===== src/rtl/vector_pkg.sv =====
// Shared types and width helpers for the vector stream blocks.
// Packages cannot see module parameters, so every helper takes the
// lane count / widths as arguments and is evaluated at elaboration.
package vector_pkg;

   // Upper bound on lanes per beat supported by the keep helpers.
   localparam int MAX_LANES = 64;

   // ACCUM: result register empty; FULL: result register holds an unconsumed sum.
   typedef enum logic {
      ACCUM = 1'b0,
      FULL  = 1'b1
   } state_t;

   // Width of the keep field: at least one bit even for a single lane.
   function automatic int keep_width_f(input int numbers);
      return (numbers > 1) ? $clog2(numbers) : 1;
   endfunction

   // Accumulator width: element width plus growth for a full vector plus sign headroom.
   function automatic int acc_width_f(input int number_width, input int vector_length);
      return number_width + $clog2(vector_length) + 1;
   endfunction

   // Number of valid lanes on a last beat; keep == 0 means every lane.
   function automatic int keep_to_count(input int keep, input int numbers);
      return (keep == 0) ? numbers : keep;
   endfunction

   // Thermometer lane mask for a last beat: lanes below the keep count are valid.
   function automatic logic [MAX_LANES-1:0] keep_to_mask(input int keep, input int numbers);
      logic [MAX_LANES-1:0] mask;
      int                   cnt;
      mask = '0;
      cnt  = keep_to_count(keep, numbers);
      for (int i = 0; i < MAX_LANES; i++) begin
         mask[i] = (i < cnt);
      end
      return mask;
   endfunction

endpackage


===== src/rtl/vector_lane_sum.sv =====
// Combinational masked adder across the lanes of one beat.
// Each lane is sign-extended to the accumulator width; masked lanes add zero.
module vector_lane_sum
   import vector_pkg::*;
#(
   parameter int NUMBERS      = 1,
   parameter int NUMBER_WIDTH = 32,
   parameter int ACC_WIDTH    = 38
) (
   input  logic [NUMBERS*NUMBER_WIDTH-1:0] data,
   input  logic [NUMBERS-1:0]              mask,
   output logic signed [ACC_WIDTH-1:0]     sum
);

   // Sum all unmasked lanes of the beat.
   always_comb begin
      logic [NUMBER_WIDTH-1:0] lane;
      // NOTE: blocking '=' is correct here: the running sum must be visible to
      // the next loop iteration within the same evaluation.
      sum  = '0;
      lane = '0;
      for (int i = 0; i < NUMBERS; i++) begin
         lane = data[i*NUMBER_WIDTH +: NUMBER_WIDTH];
         if (mask[i]) begin
            sum = sum + {{(ACC_WIDTH-NUMBER_WIDTH){lane[NUMBER_WIDTH-1]}}, lane};
         end
      end
   end

endmodule


===== src/rtl/vector_reduce_sum.sv =====
// Reduces every element of a vector stream to one signed scalar.
// Accepts one beat per cycle; the one-entry result register is freed in the
// same cycle it is consumed, so back-to-back vectors run without bubbles.
module vector_reduce_sum
   import vector_pkg::*;
#(
   parameter  int NUMBERS       = 1,
   parameter  int NUMBER_WIDTH  = 32,
   parameter  int VECTOR_LENGTH = 32,
   localparam int DATA_WIDTH    = NUMBER_WIDTH * NUMBERS,
   localparam int IDXW          = $clog2(VECTOR_LENGTH),
   localparam int INDEX_WIDTH   = IDXW * NUMBERS,
   localparam int KEEP_WIDTH    = keep_width_f(NUMBERS),
   localparam int ACC_WIDTH     = acc_width_f(NUMBER_WIDTH, VECTOR_LENGTH),
   localparam int CNTW          = IDXW + 1
) (
   input  logic                        clk,
   input  logic                        res_n,
   output logic                        x_ready,
   input  logic                        x_valid,
   input  logic [DATA_WIDTH-1:0]       x_data,
   input  logic [INDEX_WIDTH-1:0]      x_index,
   input  logic                        x_last,
   input  logic [KEEP_WIDTH-1:0]       x_keep,
   input  logic                        result_ready,
   output logic                        result_valid,
   output logic signed [ACC_WIDTH-1:0] result_data,
   output logic [CNTW-1:0]             result_count,
   output logic                        err
);

   state_t                      state;
   state_t                      state_next;
   logic                        accept;
   logic [NUMBERS-1:0]          lane_mask;
   logic signed [ACC_WIDTH-1:0] lane_sum;
   logic signed [ACC_WIDTH-1:0] acc;
   logic [CNTW-1:0]             elem_cnt;
   logic [31:0]                 lanes_in;
   logic [31:0]                 cnt_sum;
   logic                        overrun;
   logic                        idx_err;

   // The result slot can take a new sum when empty or when it is drained this cycle.
   assign x_ready      = res_n && ((state == ACCUM) || result_ready);
   assign accept       = x_valid && x_ready;
   assign result_valid = (state == FULL);

   // Lane masking only applies to the last beat; earlier beats are always full.
   assign lane_mask = x_last ? NUMBERS'(keep_to_mask(int'(x_keep), NUMBERS)) : '1;
   assign lanes_in  = x_last ? 32'(keep_to_count(int'(x_keep), NUMBERS)) : 32'(NUMBERS);
   assign cnt_sum   = 32'(elem_cnt) + lanes_in;
   assign overrun   = cnt_sum > 32'(VECTOR_LENGTH);
   assign idx_err   = CNTW'(x_index[IDXW-1:0]) != elem_cnt;

   vector_lane_sum #(
      .NUMBERS      (NUMBERS),
      .NUMBER_WIDTH (NUMBER_WIDTH),
      .ACC_WIDTH    (ACC_WIDTH)
   ) u_lane_sum (
      .data (x_data),
      .mask (lane_mask),
      .sum  (lane_sum)
   );

   // State register.
   always_ff @(posedge clk) begin
      // NOTE: non-blocking '<=' for every register so all flops update from
      // pre-edge values regardless of process evaluation order.
      if (!res_n) state <= ACCUM;
      else        state <= state_next;
   end

   // Next state: a last beat fills the slot; a drain without refill empties it.
   always_comb begin
      // NOTE: default first so every path assigns state_next and no latch is inferred.
      state_next = state;
      case (state)
         ACCUM:   if (accept && x_last) state_next = FULL;
         FULL:    if (result_ready && !(accept && x_last)) state_next = ACCUM;
         default: state_next = ACCUM;
      endcase
   end

   // Accumulator, element counter, result register and sticky error flag.
   always_ff @(posedge clk) begin
      if (!res_n) begin
         acc          <= '0;
         elem_cnt     <= '0;
         result_data  <= '0;
         result_count <= '0;
         err          <= 1'b0;
      end else if (accept) begin
         if (idx_err || overrun) err <= 1'b1;
         if (x_last) begin
            result_data  <= acc + lane_sum;
            result_count <= CNTW'(cnt_sum);
            acc          <= '0;
            elem_cnt     <= '0;
         end else begin
            acc      <= acc + lane_sum;
            elem_cnt <= overrun ? CNTW'(VECTOR_LENGTH) : CNTW'(cnt_sum);
         end
      end
   end

endmodule


===== config.mk =====
export PLATFORM = sky130hd
export DESIGN_NAME = vector_reduce_sum
export DESIGN_NICKNAME = d
export VERILOG_FILES = /design/src/rtl/vector_pkg.sv /design/src/rtl/vector_lane_sum.sv /design/src/rtl/vector_reduce_sum.sv
export SDC_FILE = /design/constraint.sdc
export NUM_CORES = 1
export LEC_CHECK = 0
export CAP_MARGIN = 10
export CORE_ASPECT_RATIO = 1.1
export CORE_MARGIN = 5
export CORE_UTILIZATION = 38
export DETAILED_ROUTE_END_ITERATION = 8
export SLEW_MARGIN = 5
export SYNTH_ARGS = -nofsm -noshare
export SYNTH_HDL_FRONTEND = slang
export SYNTH_HIERARCHICAL = 1
export SYNTH_SLANG_ARGS = --single-unit

===== constraint.sdc =====
create_clock -name clk -period 3.2 [get_ports clk]
set_clock_uncertainty 0.1 [all_clocks]
set_input_delay 0.64 -clock clk [delete_from_list [all_inputs] [get_ports clk]]
set_output_delay 0.64 -clock clk [all_outputs]
set_load 0.02 [all_outputs]

---- After elaboration in Yosys (flattened, before gate mapping) ----
Cells that the tools add are included.
storage, ports and cells
  output and inout port bits .............. 47
  logic and storage cells ................. 26
  register bits after elaboration ......... 90
operators by class
  bitwise operators ....................... 1
  multiplexer cells ....................... 6
  reduce and logical (&&, ||, !) cells .... 9
  add/sub/neg operators ................... 2
  eq/ne operators ......................... 1
  order comparisons ....................... 1
operators by type and width
  kind                 number
  $add 38x32->38       1
  $mux 38              1
  $mux 6               2
  $add 6x1->7 const B  1
  $gt 7x6->1 const B   1
  $ne 5x6->1           1
  $logic_and 1x1->1    4
  $reduce_and 2->1     2
  $logic_or 1x1->1     2
  $mux 1               2
  $pmux 1 s2           1
  $logic_not 1->1      1
  $not 1->1            1

---- Longest topological paths before layout ----
  depth in word-level cells ............... 9
  depth in mapped cells ................... 12

---- Hierarchy ----
The synthesis kept the hierarchy.
by module, submodules not included
  module             cells an instance  area an instance (µm²)  sequential area each (µm²)  instances
  vector_reduce_sum  697                5,587.9                 1,801.7                     1
  vector_lane_sum    41                 300.3                   0.0                         1

---- Worst setup path after synthesis ----
No wires, ideal clock.
  path type ............................... input port to flip-flop
  start point ............................. input port x_data[0]
  end point ............................... register acc[36]
  cell stages on the path ................. 11
  required time ........................... 2.983 ns
  data arrival time ....................... 2.946 ns
  setup slack ............................. 0.038 ns
  cells stage by stage .................... and2_2 ha_1 fa_1 a211oi_2 o21ai_2 a21boi_2 o41ai_4 a2111oi_2 nor2_1 xor2_1 a22o_1
between the ends
  cells in the longest elaborated chain, start to end .. 2
ends and longest elaborated chain
  what                    RTL line                  source
  start: declaration      vector_reduce_sum.sv:21   input logic [DATA_WIDTH-1:0] x_data,
  $add 38x32->38          vector_reduce_sum.sv:101  acc <= acc + lane_sum;
  $mux 38                 vector_reduce_sum.sv:95   if (x_last) begin
  end signal: assignment  vector_reduce_sum.sv:101
  end: declaration        vector_reduce_sum.sv:37   logic signed [ACC_WIDTH-1:0] acc;
Every way passes these cells.
A chain may end at the register's enable or synchronous reset.

---- Final worst setup path ----
  start point ............................. input port x_data[11]
  end point ............................... register acc[28]
Same word-level chain as after synthesis.

==> results.txt <==
Status - completed
Yosys warning count - 6
EDFF count, synth - 0
WP depth - 11
Total die area - 0.0181 mm2
Origin of the critical flop-to-flop path - acc[0]
Reg-to-reg setup timing slack - 570 ps
Routability congestion estimate from global placement - 0.898
Initial antenna violation count - 0
Crit path from - x_data[11]
Max Root-Sink Buffers - 2
Worst slew margin relative to its limit - 66.8%
Post-detailed-routing wire length - 18000 um
Series of cell instances along the critical path - clkdlybuf4s50_1, and2_2, ha_1, nand4_1, buf_4, o41ai_4, buf_4, a21oi_2, buf_4, xnor2_1, a22o_1
Pleak - 3.69 nW
Die width - 129 um
Iter 0 DRT Violations - 320
Core region area - 0.0151 mm2
IO buf count - 88
Number of pins exceeding their max-slew limit in the final report - 0
Async S/R FF share, synth - 0%
Number of H-tree levels - 3
Post-route insts no fill - 1129
Clock Latency Late Sink - 350 ps
Synth Flop Type - dfxtp_1
Multi-input logic area - 0.00402 mm2
Drt wl/cell - 15.9 um
Via-per-instance ratio - 5.22
Number of nets at the end of the flow - 1010
Register area - 0.00180 mm2
Avg Inst Size Synth - 7.98 um2
Number of global-route vias before repair - 5897
Clock period minus final worst setup slack - 3090 ps
Effective utilization at floorplan - 39.0%
Power per Cell Area - 349 mW/mm2
VDD IR max - 0.289 mV
Final Hold Viols - 0
Layout Area Growth over Synthesis - 41.1%
Die H - 141 um
Slowest cell delay on critical path - 410 ps
Wire length of the first global-routing pass - 29100 um
Count of distinct cell types in the synthesized netlist - 61
Diodes inserted - 0
Total design power - 2.90 mW
Estimated wirelength of the detail-placed design - 14000 um
Synthesized netlist cell count - 738
Final Cell Area - 0.00831 mm2
Endpoint type of the worst setup path - register
Endpoint arrival time on the critical path - 3250 ps
FF+latch count, synth - 90
Top cell by count, worst path - buf_4
Required time of the critical path - 3360 ps
Maximum number of pins on one net before global-route repair - 38
Endpoint of the most critical setup path - acc[28]
Fraction of the cycle the final worst path needs - 96.7%
Gate family responsible for the most delay along the worst path - buffers and inverters
Setup crit start kind - input port
Number of max-cap violations - 0
Most common cell after layout, fill and taps aside - buf_4
Count of placed standard cells including taps - 1109
Highest-count cells in the layout ignoring fill and taps - buf_4 (137), nand2_1 (98), dfxtp_1 (90)
CTS tree - built
Via count - 5894
DRC - 0
Post-route ant nets - 0
Type of the worst setup path - input port to register
Critical-path cell with the highest stage delay - clkdlybuf4s50_1
CTS buffer count - 9
Number of sinks on the clock net - 90
Post-place instance area - 0.00780 mm2
Clock root buffer - clkbuf_16
Actual transition at the worst max-transition pin - 492 ps
FMAX - 323 MHz
Share of cells above drive strength 1 - 24.0%
Hold crit path type - register to register
Total track usage - 19.9%
Detailed-routing iteration count for the pre-antenna-repair pass - 5
Total overflow reported by the global router - 0
Setup violations, final - 0
Reg clk slew, reported paths - 70 ps
Highest fanout seen on the critical path - 6
Worst r2r path cells - 10
Buffering stage count on the worst path with inverters included - 4
Number of fillers in the final layout - 1426
Register area share after synthesis - 30.6%
Summed instance area of the synthesized netlist - 0.00589 mm2
Num rows - 47
Reg-to-reg endpoint - acc[36]
Top-level port count - 90
[per-layer routing]
metal	part of all wire (%)	vias to the layer above	GRT usage, %
li1	-	2989	-
met1	46	2766	25.2
met2	48	114	34.3
met3	3.6	25	2.89
met4	2.3	0	6.80
met5	0	-	0
[sequential cells by signal (all words and copies together) (netlist names)]
signal	flops
err	1
elem_cnt	6
result_count	6
result_valid	1
result_data	38
acc	38
[where the power goes]
group | internal (mW) | switching (mW) | leakage (nW) | total (mW)
combinational | 0.298 | 0.297 | 2.82 | 0.595
sequential | 1.16 | 0.0225 | 0.731 | 1.18
clock | 0.619 | 0.499 | 0.143 | 1.12
total | 2.08 | 0.819 | 3.69 | 2.90
[cells in the mapped netlist, types with 10 or more instances]
cell type | number | area share (%)
nand2_1 | 99 | 6.3
dfxtp_1 | 90 | 31
a21oi_1 | 52 | 4.4
o21ai_0 | 48 | 4.1
nor2_1 | 40 | 2.5
ha_1 | 38 | 8.1
clkbuf_1 | 36 | 2.3
and2_2 | 32 | 4.1
xnor2_1 | 26 | 3.9
a21o_1 | 24 | 3.1
and3_1 | 20 | 2.1
nand3_1 | 19 | 1.6
and2_1 | 18 | 1.9
xor2_1 | 16 | 2.4
a22o_1 | 14 | 2.1
nor2b_1 | 14 | 1.5
a21boi_0 | 12 | 1.5
nand4_1 | 10 | 1.1
nor3_1 | 10 | 0.85
o21ai_1 | 10 | 0.85
[area by class of cell]
class | count | share of cell area [%]
multi-input combinational | 596 | 48.4
clock inverter | 7 | 1.07
clock buffer | 9 | 2.71
tap | 196 | 2.95
inverter | 6 | 0.271
timing repair buffer | 225 | 23.0
sequential | 90 | 21.7
[tightest hold or removal path, stage by stage, from the launching register on]
cell and delay, ps:
dfxtp_1 310, nand3_1 60, nand2_1 50
[per-stage QoR]
| step | worst slack (ps) | TNS (ps) | utilization [%] | hold slack [ps] |
|---|---|---|---|---|
| after global placement | -452 | -11390 | 51.6 | 344 |
| after floorplan | 37.6 | 0 | - | 329 |
| after detailed placement | -441 | -11580 | 51.6 | 344 |
| final | 107 | 0 | 55.0 | 354 |
| after global routing | -26.7 | -118 | 55.0 | 381 |
| after CTS | 3.98 | 0 | 53.9 | 357 |
[cells by family after synthesis]
kind of cell / Yosys count / share of synthesized area, %
buffers and inverters: 56 / 4.12
muxes: 2 / 0.340
other: 1 / 0.0637
xor gates and xnor gates: 42 / 6.25
AOI/OAI and AO/OA: 227 / 25.9
adders and majority gates: 39 / 8.41
DFF: 90 / 30.6
and+or+nand+nor: 281 / 24.3
[repair_timing]
action / CTS / global route
hold buffers: 0 / 0
buffers inserted: 1 / 3
gates resized for setup: 2 / 30
pin swaps: 3 / 19
setup endpoints to repair: 5 / 29
[how the worst min path moves through the flow]
stage | slack (ps) | end | depth (start not counted) | start
4_1_cts | 360 | result_data[18] | 2 | result_data[18]
6_report | 350 | result_data[18] | 2 | result_data[18]
3_5_place_dp | 340 | result_data[15] | 2 | result_data[15]
2_1_floorplan | 330 | acc[30] | 2 | acc[30]
5_1_grt | 380 | result_data[18] | 2 | result_data[18]
3_3_place_gp | 340 | result_data[15] | 2 | result_data[15]
(Power assumes the default switching activity.)
==> RTL edit: new RTL, same flow settings <==
Change the parameter `VECTOR_LENGTH` from 32 to 64.
--- a/src/rtl/vector_reduce_sum.sv
+++ b/src/rtl/vector_reduce_sum.sv
@@ -6,7 +6,7 @@
 #(
    parameter  int NUMBERS       = 1,
    parameter  int NUMBER_WIDTH  = 32,
-   parameter  int VECTOR_LENGTH = 32,
+   parameter  int VECTOR_LENGTH = 64,
    localparam int DATA_WIDTH    = NUMBER_WIDTH * NUMBERS,
    localparam int IDXW          = $clog2(VECTOR_LENGTH),
    localparam int INDEX_WIDTH   = IDXW * NUMBERS,
Interface: changed (resized result_count, result_data and x_index); port bits go from 90 to 93. The function was not compared with the original's and may differ.
==> RTL edit against the unedited design <==
Final cell count down 3.5%. Critical path depth unchanged. Setup slack worse by 35 ps. Count of clock-buffer cells in the layout up 1. First-iteration DRC count down 10%. Sequential cell count up 4. Final area up 0.51%. Area after synthesis up 0.81%. Total power up 9.4%. Critical path type unchanged. Via count down 2.5%. Routed wire length down 2.7%.
==> RTL edit: results <==
export IMPL_wl_met3_um=838
export IMPL_seq_area_sq_um=1880
export IMPL_buf_share=0.211
export IMPL_dr_pass1_iters=4
export IMPL_use_met3=0.0315
export IMPL_met1_usage=0.252
export IMPL_via_per_inst=5.27
export IMPL_reg_top3="acc: 39 flops, result_data: 39 flops"
export IMPL_synthMuxAreaShare=0.0101
export IMPL_fin_util=0.539
export IMPL_num_nonclk_buffers=202
export IMPL_p_leak_nw=3.52
export IMPL_relSlewSlack=0.613
export IMPL_nets=969
export IMPL_grt_max_degree=41
export IMPL_met2_length_um=8500
export IMPL_clock_buffers=10
export IMPL_worst_ep_arrival_time_ps=3270
export IMPL_synth_cell_types=63
export IMPL_dpl_cell_area_sq_um=7690
export IMPL_critPathMaxStageDelay_ps=390
export IMPL_synth_xor_area_frac=0.0679
export IMPL_cp_max_fo=5
export IMPL_ir_drop_uv=236
export IMPL_ys_seq_area_frac=0.317
export IMPL_synth_ff_type="dfxtp_1"
export IMPL_hpwlAfterDp_um=13000
export IMPL_synthTopCellsByCount="94 x dfxtp_1, 86 x nand2_1, 51 x o21ai_0, 45 x a21oi_1, 42 x clkbuf_1"
export IMPL_grt_pass1_vias=5876
export IMPL_synth_area_leaders="dfxtp_1 32%, ha_1 8.2%, nand2_1 5.4%"
export IMPL_rows=48
export IMPL_grt_pass1_wl_um=29100
export IMPL_status="complete, no violations"
export IMPL_path_delay_family="compound AO/OA/AOI/OAI gates"
export IMPL_synth_fa_ha_area_frac=0.0856
export IMPL_cts_setup_buffers=0
export IMPL_use_met2=0.333
export IMPL_met1_length_um=7890
export IMPL_cts_resized=18
export IMPL_synth_compound_area_frac=0.248
export IMPL_clockNetworkAreaShare=0.0445
export IMPL_instances_no_fill=1090
-- RTL edit: cell types whose count changed after synthesis, sizes merged, moves of 8 or more --
cell   change
nand2     -13
a22o      +19
a21oi      -8
xor2       +8
a21o      -17
and3       -9
-- RTL edit: power by group through the flow --
stage / Combinational [mW] / Sequential (mW) / Clock (mW)
6_report: 0.596 / 1.24 / 1.33
5_1_grt: 0.652 / 1.24 / 1.41
4_1_cts: 0.580 / 1.24 / 1.36
3_5_place_dp: 0.570 / 1.27 / 0
3_3_place_gp: 0.562 / 1.27 / 0
2_1_floorplan: 0.283 / 1.29 / 0
-- RTL edit: worst paths after layout --
| path | startpoint | to | slack [ps] | cells past startpoint |
|---|---|---|---|---|
| max | x_data[8] | acc[35] | 70 | 11 |
| max reg2reg | acc[0] | result_data[32] | 410 | 12 |
| min | result_data[29] | result_data[29] | 370 | 1 |
| min reg2reg | result_data[29] | result_data[29] | 370 | 1 |
